<file path="config.mk">
export PLATFORM = sky130hd
export DESIGN_NAME = split_access_sequencer
export DESIGN_NICKNAME = d
export VERILOG_FILES = /design/src/rtl/split_access_sequencer.sv
export SDC_FILE = /design/constraint.sdc
export NUM_CORES = 2
export LEC_CHECK = 0
export BUFFER_PORTS_ARGS = -buffer_cell sky130_fd_sc_hd__buf_2
export CORE_AREA = 10 10 322 324
export DETAILED_ROUTE_END_ITERATION = 10
export DIE_AREA = 0 0 332 334
export SLEW_MARGIN = 25
export SYNTH_ARGS = -nofsm -noshare
export SYNTH_HDL_FRONTEND = slang
export SYNTH_SLANG_ARGS = --single-unit
</file>
<file path="constraint.sdc">
create_clock -name clk -period 3.8 [get_ports clk]
set_clock_uncertainty 0.1 [all_clocks]
set_input_delay 0.76 -clock clk [delete_from_list [all_inputs] [get_ports clk]]
set_output_delay 0.76 -clock clk [all_outputs]
set_load 0.005 [all_outputs]
</file>
<file path="src/rtl/split_access_sequencer.sv">
// ---------------------------------------------------------------------------
// split_access_sequencer
//
// Purpose:
//   Takes one naturally-sized load/store request (1..MAX_BYTES bytes) at any
//   byte address. If the request crosses a cache-line boundary it becomes two
//   accesses, P0 and P1. Otherwise it is a single access.
//   The block issues the access(es) in order on one valid/ready cache port
//   and merges the load returns into a right-justified result. It then
//   presents a completion on a valid/ready output port.
//   Only one request is in flight at a time.
//
// Ports:
//   clk        - clock, all state changes on the rising edge
//   rst_n      - asynchronous, active-low reset
//   req_valid  - request present
//   req_ready  - request accepted on req_valid && req_ready (IDLE only)
//   req_addr   - byte address of the request
//   req_size   - log2 of the byte count (saturated to MAX_BYTES)
//   req_wr     - 1 = store, 0 = load
//   req_wdata  - right-justified store data
//   req_id     - request tag, echoed on completion
//   mem_valid  - cache access present
//   mem_ready  - cache accepts the access
//   mem_addr   - line-aligned access address
//   mem_wr     - access is a store
//   mem_wdata  - store data positioned within the line
//   mem_be     - byte enables within the line
//   mem_part   - 0 = first access (P0), 1 = second access (P1)
//   rsp_valid  - load return for the outstanding load access
//   rsp_rdata  - returned cache line
//   out_valid  - completion present
//   out_ready  - completion consumed
//   out_rdata  - right-justified, zero-extended load result (0 for stores)
//   out_id     - tag of the completed request
//   out_split  - request needed two accesses
// ---------------------------------------------------------------------------
module split_access_sequencer #(
  parameter int ADDR_W     = 32,
  parameter int LINE_BYTES = 16,
  parameter int MAX_BYTES  = 8,
  parameter int ID_W       = 7
) (
  input  logic                    clk,
  input  logic                    rst_n,

  input  logic                    req_valid,
  output logic                    req_ready,
  input  logic [ADDR_W-1:0]       req_addr,
  input  logic [1:0]              req_size,
  input  logic                    req_wr,
  input  logic [8*MAX_BYTES-1:0]  req_wdata,
  input  logic [ID_W-1:0]         req_id,

  output logic                    mem_valid,
  input  logic                    mem_ready,
  output logic [ADDR_W-1:0]       mem_addr,
  output logic                    mem_wr,
  output logic [8*LINE_BYTES-1:0] mem_wdata,
  output logic [LINE_BYTES-1:0]   mem_be,
  output logic                    mem_part,

  input  logic                    rsp_valid,
  input  logic [8*LINE_BYTES-1:0] rsp_rdata,

  output logic                    out_valid,
  input  logic                    out_ready,
  output logic [8*MAX_BYTES-1:0]  out_rdata,
  output logic [ID_W-1:0]         out_id,
  output logic                    out_split
);

  // Offset width within a line, and a count width wide enough to hold
  // off + n (which is below 2*LINE_BYTES) without overflow.
  localparam int OFF_W = $clog2(LINE_BYTES);
  localparam int CW    = OFF_W + 2;
  localparam int LW    = 8 * LINE_BYTES;
  localparam int DW    = 8 * MAX_BYTES;

  typedef enum logic [2:0] {
    IDLE,
    ISSUE0,
    WAIT0,
    ISSUE1,
    WAIT1,
    DONE
  } state_e;

  state_e                  state_q;

  // Request fields captured at acceptance and used by later states.
  logic                    wr_q;
  logic                    split_q;
  logic [ID_W-1:0]         id_q;
  logic [CW-1:0]           off_q;
  logic [CW-1:0]           n0_q;
  logic [CW-1:0]           n1_q;
  logic [ADDR_W-1:0]       p1Addr_q;
  logic [LINE_BYTES-1:0]   p1Be_q;
  logic [LW-1:0]           p1Wdata_q;
  logic [DW-1:0]           result_q;

  // Registered port outputs.
  logic                    memValid_q;
  logic [ADDR_W-1:0]       memAddr_q;
  logic                    memWr_q;
  logic [LW-1:0]           memWdata_q;
  logic [LINE_BYTES-1:0]   memBe_q;
  logic                    memPart_q;
  logic                    outValid_q;
  logic [DW-1:0]           outRdata_q;
  logic [ID_W-1:0]         outId_q;
  logic                    outSplit_q;

  // Request-side decode, evaluated on the raw request inputs.
  logic [3:0]              rawN;
  logic [CW-1:0]           reqN;
  logic [CW-1:0]           reqOff;
  logic [CW-1:0]           reqN0;
  logic [CW-1:0]           reqN1;
  logic                    reqSplit;
  logic [LINE_BYTES-1:0]   beMask0;
  logic [LINE_BYTES-1:0]   reqBe0;
  logic [LINE_BYTES-1:0]   reqBe1;
  logic [LW-1:0]           reqWdataExt;
  logic [LW-1:0]           reqWdata0;
  logic [LW-1:0]           reqWdata1;
  logic [ADDR_W-1:0]       reqP0Addr;
  logic [ADDR_W-1:0]       reqP1Addr;

  // Read-return merge values.
  logic [DW-1:0]           rspAligned;
  logic [DW-1:0]           merge0;
  logic [DW-1:0]           rspLow;
  logic [DW-1:0]           merge1;

  // The request is sampled only in IDLE, so every derived quantity for both
  // parts is decoded here, straight from the request inputs. All of it is
  // captured in one edge at acceptance. A LINE_BYTES-wide mask built as
  // (1<<n)-1 wraps to all ones when n equals LINE_BYTES. That is the wanted
  // truncated result, so no wider temporary is needed.
  always_comb begin
    rawN = 4'd1 << req_size;
    if (int'(rawN) > MAX_BYTES) begin
      reqN = CW'(MAX_BYTES);
    end else begin
      reqN = CW'(rawN);
    end
    reqOff   = CW'(req_addr[OFF_W-1:0]);
    reqSplit = (reqOff + reqN) > CW'(LINE_BYTES);
    reqN0    = reqSplit ? (CW'(LINE_BYTES) - reqOff) : reqN;
    reqN1    = reqN - reqN0;

    beMask0 = (LINE_BYTES'(1) << reqN) - LINE_BYTES'(1);
    reqBe0  = beMask0 << reqOff;
    reqBe1  = (LINE_BYTES'(1) << reqN1) - LINE_BYTES'(1);

    reqWdataExt           = '0;
    reqWdataExt[DW-1:0]   = req_wdata;
    reqWdata0             = reqWdataExt << {reqOff, 3'b000};
    reqWdata1             = reqWdataExt >> {reqN0, 3'b000};

    reqP0Addr             = req_addr;
    reqP0Addr[OFF_W-1:0]  = '0;
    reqP1Addr             = reqP0Addr + ADDR_W'(LINE_BYTES);
  end

  // Byte gathering for load returns. The P0 line is shifted down by the
  // start offset, and its first n0 bytes become result bytes 0..n0-1. The
  // first n1 bytes of the P1 line are placed above those. Every byte beyond
  // the request size stays zero.
  always_comb begin
    rspAligned = DW'(rsp_rdata >> {off_q, 3'b000});
    merge0     = '0;
    rspLow     = '0;
    for (int i = 0; i < MAX_BYTES; i++) begin
      if (CW'(i) < n0_q) begin
        merge0[8*i +: 8] = rspAligned[8*i +: 8];
      end
      if (CW'(i) < n1_q) begin
        rspLow[8*i +: 8] = rsp_rdata[8*i +: 8];
      end
    end
    merge1 = result_q | (rspLow << {n0_q, 3'b000});
  end

  // Sequencer. Every port output is a register that is loaded on the
  // transition into the state that presents it. This keeps mem_* and out_*
  // stable while they wait for their ready. P1's address, enables and data
  // were computed at acceptance, so starting P1 only copies registers.
  always_ff @(posedge clk or negedge rst_n) begin
    if (!rst_n) begin
      state_q    <= IDLE;
      wr_q       <= 1'b0;
      split_q    <= 1'b0;
      id_q       <= '0;
      off_q      <= '0;
      n0_q       <= '0;
      n1_q       <= '0;
      p1Addr_q   <= '0;
      p1Be_q     <= '0;
      p1Wdata_q  <= '0;
      result_q   <= '0;
      memValid_q <= 1'b0;
      memAddr_q  <= '0;
      memWr_q    <= 1'b0;
      memWdata_q <= '0;
      memBe_q    <= '0;
      memPart_q  <= 1'b0;
      outValid_q <= 1'b0;
      outRdata_q <= '0;
      outId_q    <= '0;
      outSplit_q <= 1'b0;
    end else begin
      case (state_q)
        IDLE: begin
          if (req_valid) begin
            wr_q       <= req_wr;
            split_q    <= reqSplit;
            id_q       <= req_id;
            off_q      <= reqOff;
            n0_q       <= reqN0;
            n1_q       <= reqN1;
            p1Addr_q   <= reqP1Addr;
            p1Be_q     <= reqBe1;
            p1Wdata_q  <= reqWdata1;
            result_q   <= '0;
            memValid_q <= 1'b1;
            memAddr_q  <= reqP0Addr;
            memWr_q    <= req_wr;
            memWdata_q <= reqWdata0;
            memBe_q    <= reqBe0;
            memPart_q  <= 1'b0;
            state_q    <= ISSUE0;
          end
        end

        ISSUE0: begin
          if (mem_ready) begin
            if (!wr_q) begin
              memValid_q <= 1'b0;
              state_q    <= WAIT0;
            end else if (split_q) begin
              memAddr_q  <= p1Addr_q;
              memWdata_q <= p1Wdata_q;
              memBe_q    <= p1Be_q;
              memPart_q  <= 1'b1;
              state_q    <= ISSUE1;
            end else begin
              memValid_q <= 1'b0;
              outValid_q <= 1'b1;
              outRdata_q <= '0;
              outId_q    <= id_q;
              outSplit_q <= 1'b0;
              state_q    <= DONE;
            end
          end
        end

        WAIT0: begin
          if (rsp_valid) begin
            if (split_q) begin
              result_q   <= merge0;
              memValid_q <= 1'b1;
              memAddr_q  <= p1Addr_q;
              memWdata_q <= p1Wdata_q;
              memBe_q    <= p1Be_q;
              memPart_q  <= 1'b1;
              state_q    <= ISSUE1;
            end else begin
              outValid_q <= 1'b1;
              outRdata_q <= merge0;
              outId_q    <= id_q;
              outSplit_q <= 1'b0;
              state_q    <= DONE;
            end
          end
        end

        ISSUE1: begin
          if (mem_ready) begin
            memValid_q <= 1'b0;
            if (wr_q) begin
              outValid_q <= 1'b1;
              outRdata_q <= '0;
              outId_q    <= id_q;
              outSplit_q <= 1'b1;
              state_q    <= DONE;
            end else begin
              state_q    <= WAIT1;
            end
          end
        end

        WAIT1: begin
          if (rsp_valid) begin
            outValid_q <= 1'b1;
            outRdata_q <= merge1;
            outId_q    <= id_q;
            outSplit_q <= 1'b1;
            state_q    <= DONE;
          end
        end

        DONE: begin
          if (out_ready) begin
            outValid_q <= 1'b0;
            state_q    <= IDLE;
          end
        end

        default: begin
          state_q <= IDLE;
        end
      endcase
    end
  end

  // Requests are taken only from IDLE. This depends on state alone, so a
  // completion handshake in DONE cannot bypass into a new acceptance.
  assign req_ready = (state_q == IDLE);

  assign mem_valid = memValid_q;
  assign mem_addr  = memAddr_q;
  assign mem_wr    = memWr_q;
  assign mem_wdata = memWdata_q;
  assign mem_be    = memBe_q;
  assign mem_part  = memPart_q;

  assign out_valid = outValid_q;
  assign out_rdata = outRdata_q;
  assign out_id    = outId_q;
  assign out_split = outSplit_q;

endmodule

</file>
==> flow_summary.json <==
{
  "placed_area_sq_um": 34500,
  "layout_commonest_cell": "nand2_1",
  "ant_nets": 0,
  "path_cells": "buf_8 > nor2b_4 > xnor2_2 > ha_4 > a21oi_2 > or3_1 > a311oi_2 > o21a_1 > nor2_4 > buf_6 > mux2i_4 > ha_4 > inv_2 > a311oi_2 > o2111ai_2 > o31a_1 > or3_4 > ha_4 > a21boi_4 > or4_1 > a31oi_1",
  "clk_pin_slew_ns": 0.06,
  "rows": 115,
  "area_growth_pct": 27.2,
  "grt_pass1_vias": 29600,
  "fin_tns_setup_ns": -2.78,
  "fillerInstances": 10100,
  "synth_seq_cells": 446,
  "outcome": "finished with violations",
  "die_x_um": 332,
  "dieArea_sq_um": 111000,
  "syn_area_sq_um": 28900,
  "antenna_found_initial": 11,
  "finalHoldViolations": 0,
  "power.density_nw_per_um2": 804,
  "path_class": "in -> reg",
  "hpwl_um": 107000,
  "drt_wl_total_um": 142000,
  "synthFlopType": "dfrtp_1",
  "maxSlewHeadroom": 0.275,
  "synth_top_area_frac": 0.386,
  "cp_top_family": "compound AO/OA/AOI/OAI gates",
  "drive_gt1_frac": 0.266,
  "drv_cap": 0,
  "htreeDepth": 2,
  "ys_types": 78,
  "final_cell_mix": "616 x nand2_1, 483 x buf_2, 442 x dfrtp_1",
  "cp.arrival_ns": 4.79,
  "ctsRootBufferMaster": "clkbuf_16",
  "tightestPinTransition_ns": 1.08,
  "power.total_mw": 29.5,
  "crit_top_cell": "ha_4",
  "drt-wirelength-per-cell_um": 26.8,
  "slowest_stage": "or4_1",
  "port_buffers": 488,
  "syn_avg_cell_area_sq_um": 8.44,
  "critPathCaptureType": "flip-flop",
  "cts_sinks": 446,
  "dr.pass1.iters": 6,
  "p_leak_nw": 16.4,
  "gp_congestion": 1.02,
  "synth_area_leader_cell": "dfrtp_1",
  "drv_slew": 0,
  "synthCells": 3421,
  "synthArstFlopShare": 1.00,
  "finalSetupViolCount": 8,
  "cpPeakStageDelay_ns": 0.41,
  "die_h_um": 334,
  "synth_area_leaders": "dfrtp_1 39%, mux2i_1 8.1%, nand2_1 8.0%",
  "final_nets": 4225,
  "period_share": 1.14,
  "path_max_fanout": 5,
  "cts_tree": "built",
  "cp_num_buf_inv": 3,
  "core_sq_um": 97600,
  "initialDrtViolationCount": 3458,
  "synth_edf_count": 0,
  "grt-ovfl-total": 0,
  "rrSetupSlack_ns": 0.48,
  "grt_max_degree": 94,
  "period_minus_slack_ns": 4.31,
  "clock_path_buffers": 3,
  "violations": "setup timing",
  "ios": 493,
  "required_ns": 4.27,
  "numCtsBuffers": 54,
  "routed_via_density": 5.70,
  "remaining_drc_errors": 0,
  "ys_seq_area_frac": 0.386,
  "max_freq_mhz": 232,
  "finalWorstSetupSlack_ns": -0.515,
  "finalInstanceArea_sq_um": 36700,
  "track_usage": 0.245,
  "place_ws_ns": -1.53,
  "grt_pass1_wl_um": 206000,
  "crit_path_start_kind": "input port",
  "clock_latency_ns": 0.64,
  "worst_hold_slack_ns": 0.202,
  "ir_drop_mv": 0.496,
  "hold_path_class": "in -> reg",
  "start_util": 0.296,
  "rsz0062_at_grt": "yes",
  "vias": 30300,
  "synth_warnings": 0
}
==> where the power goes <==
group | switching [mW] | internal (mW)
Sequential | 1.31 | 6.74
Clock | 2.28 | 3.48
Combinational | 9.84 | 5.89
Total | 13.4 | 16.1
==> sequential cells by signal, indices dropped and copies added, names as in the netlist, 4 cells and up <==
name       cells
mem_wdata    128
out_rdata     64
p1Wdata_q     64
result_q      64
mem_addr      28
p1Addr_q      28
mem_be        16
p1Be_q        16
id_q           7
out_id         7
n1_q           6
n0_q           5
off_q          4
==> tightest hold or removal path: stages <==
cell	delay, ns
buf_2	0.08
nand2_1	0.04
nand2_1	0.04
==> metal layers <==
| metal | vias to the layer above | global-route usage | part of all wire |
|---|---|---|---|
| li1 | 13600 | - | - |
| met1 | 14500 | 0.294 | 0.38 |
| met2 | 1733 | 0.393 | 0.45 |
| met3 | 408 | 0.0578 | 0.090 |
| met4 | 10 | 0.151 | 0.075 |
| met5 | - | 0 | 0.00051 |
==> worst paths after layout <==
check	start	end	cells past startpoint
setup / recovery	req_size[0]	p1Be_q[10]	21
setup reg to reg	state_q[0]	mem_be[12]	9
hold / removal	req_id[0]	id_q[0]	3
hold reg to reg	id_q[1]	id_q[1]	2
max in group asynchronous	rst_n	mem_wdata[21]	3
min in group asynchronous	rst_n	out_rdata[21]	2
==> cells by family (layout without fill, tap and decap cells) <==
group | Yosys count | count (layout) | share of synthesized area
other cells | 1 | 10 | 0.000130
mux | 347 | 347 | 0.144
fa+ha+maj | 11 | 11 | 0.00468
flops | 446 | 446 | 0.386
compound gates | 1177 | 1177 | 0.256
buf+inv | 320 | 912 | 0.0426
xor+xnor | 34 | 34 | 0.0103
simple gates | 1085 | 1085 | 0.156
==> repair_timing <==
item | in CTS | in global routing
endpoints found under the hold margin | 0 | 1
hold buffers | 0 | 1
gates resized for setup | 29 | 19
setup endpoints to repair | 25 | 20
pin swaps | 13 | 3
setup buffers | 12 | 3
==> synthesized netlist by cell type (12+ instances only) <==
cell / n
nand3_1: 21
nand2b_1: 22
xnor2_1: 12
o31ai_1: 30
mux2i_1: 233
o221ai_1: 22
buf_1: 47
inv_1: 13
mux4_2: 48
xor2_1: 22
and3_1: 18
and2_1: 25
a221o_1: 15
nor2b_1: 34
a211oi_1: 68
a22oi_1: 51
nor2_1: 283
a22o_1: 31
o211ai_1: 13
o21bai_1: 20
o21ai_0: 384
dfrtp_1: 446
a2bb2oi_1: 15
o22a_1: 29
a221oi_1: 56
a31oi_1: 44
mux2_2: 66
nor3_1: 34
o22ai_1: 40
nand2_1: 618
a21oi_1: 287
clkbuf_1: 241
==> stage by stage <==
stage                     instances   util
after floorplan                3424      -
after global placement         5190  0.353
after detailed placement       5190  0.353
after CTS                      5299  0.375
after global routing           5305  0.377
final                          5309  0.377
==> cell type report <==
| class | count | area [sq um] | share of cell area |
|---|---|---|---|
| Inverter | 19 | 77.6 | 0.00211 |
| Clock buffer | 73 | 1550 | 0.0423 |
| Clock inverter | 24 | 393 | 0.0107 |
| Antenna cell | 6 | 15.0 | 0.000409 |
| Multi-Input combinational cell | 2658 | 16800 | 0.458 |
| Timing Repair Buffer | 796 | 5080 | 0.138 |
| Sequential cell | 446 | 11200 | 0.304 |
| Tap cell | 1287 | 1610 | 0.0438 |
Note: power is estimated with default switching activity, not from simulation.
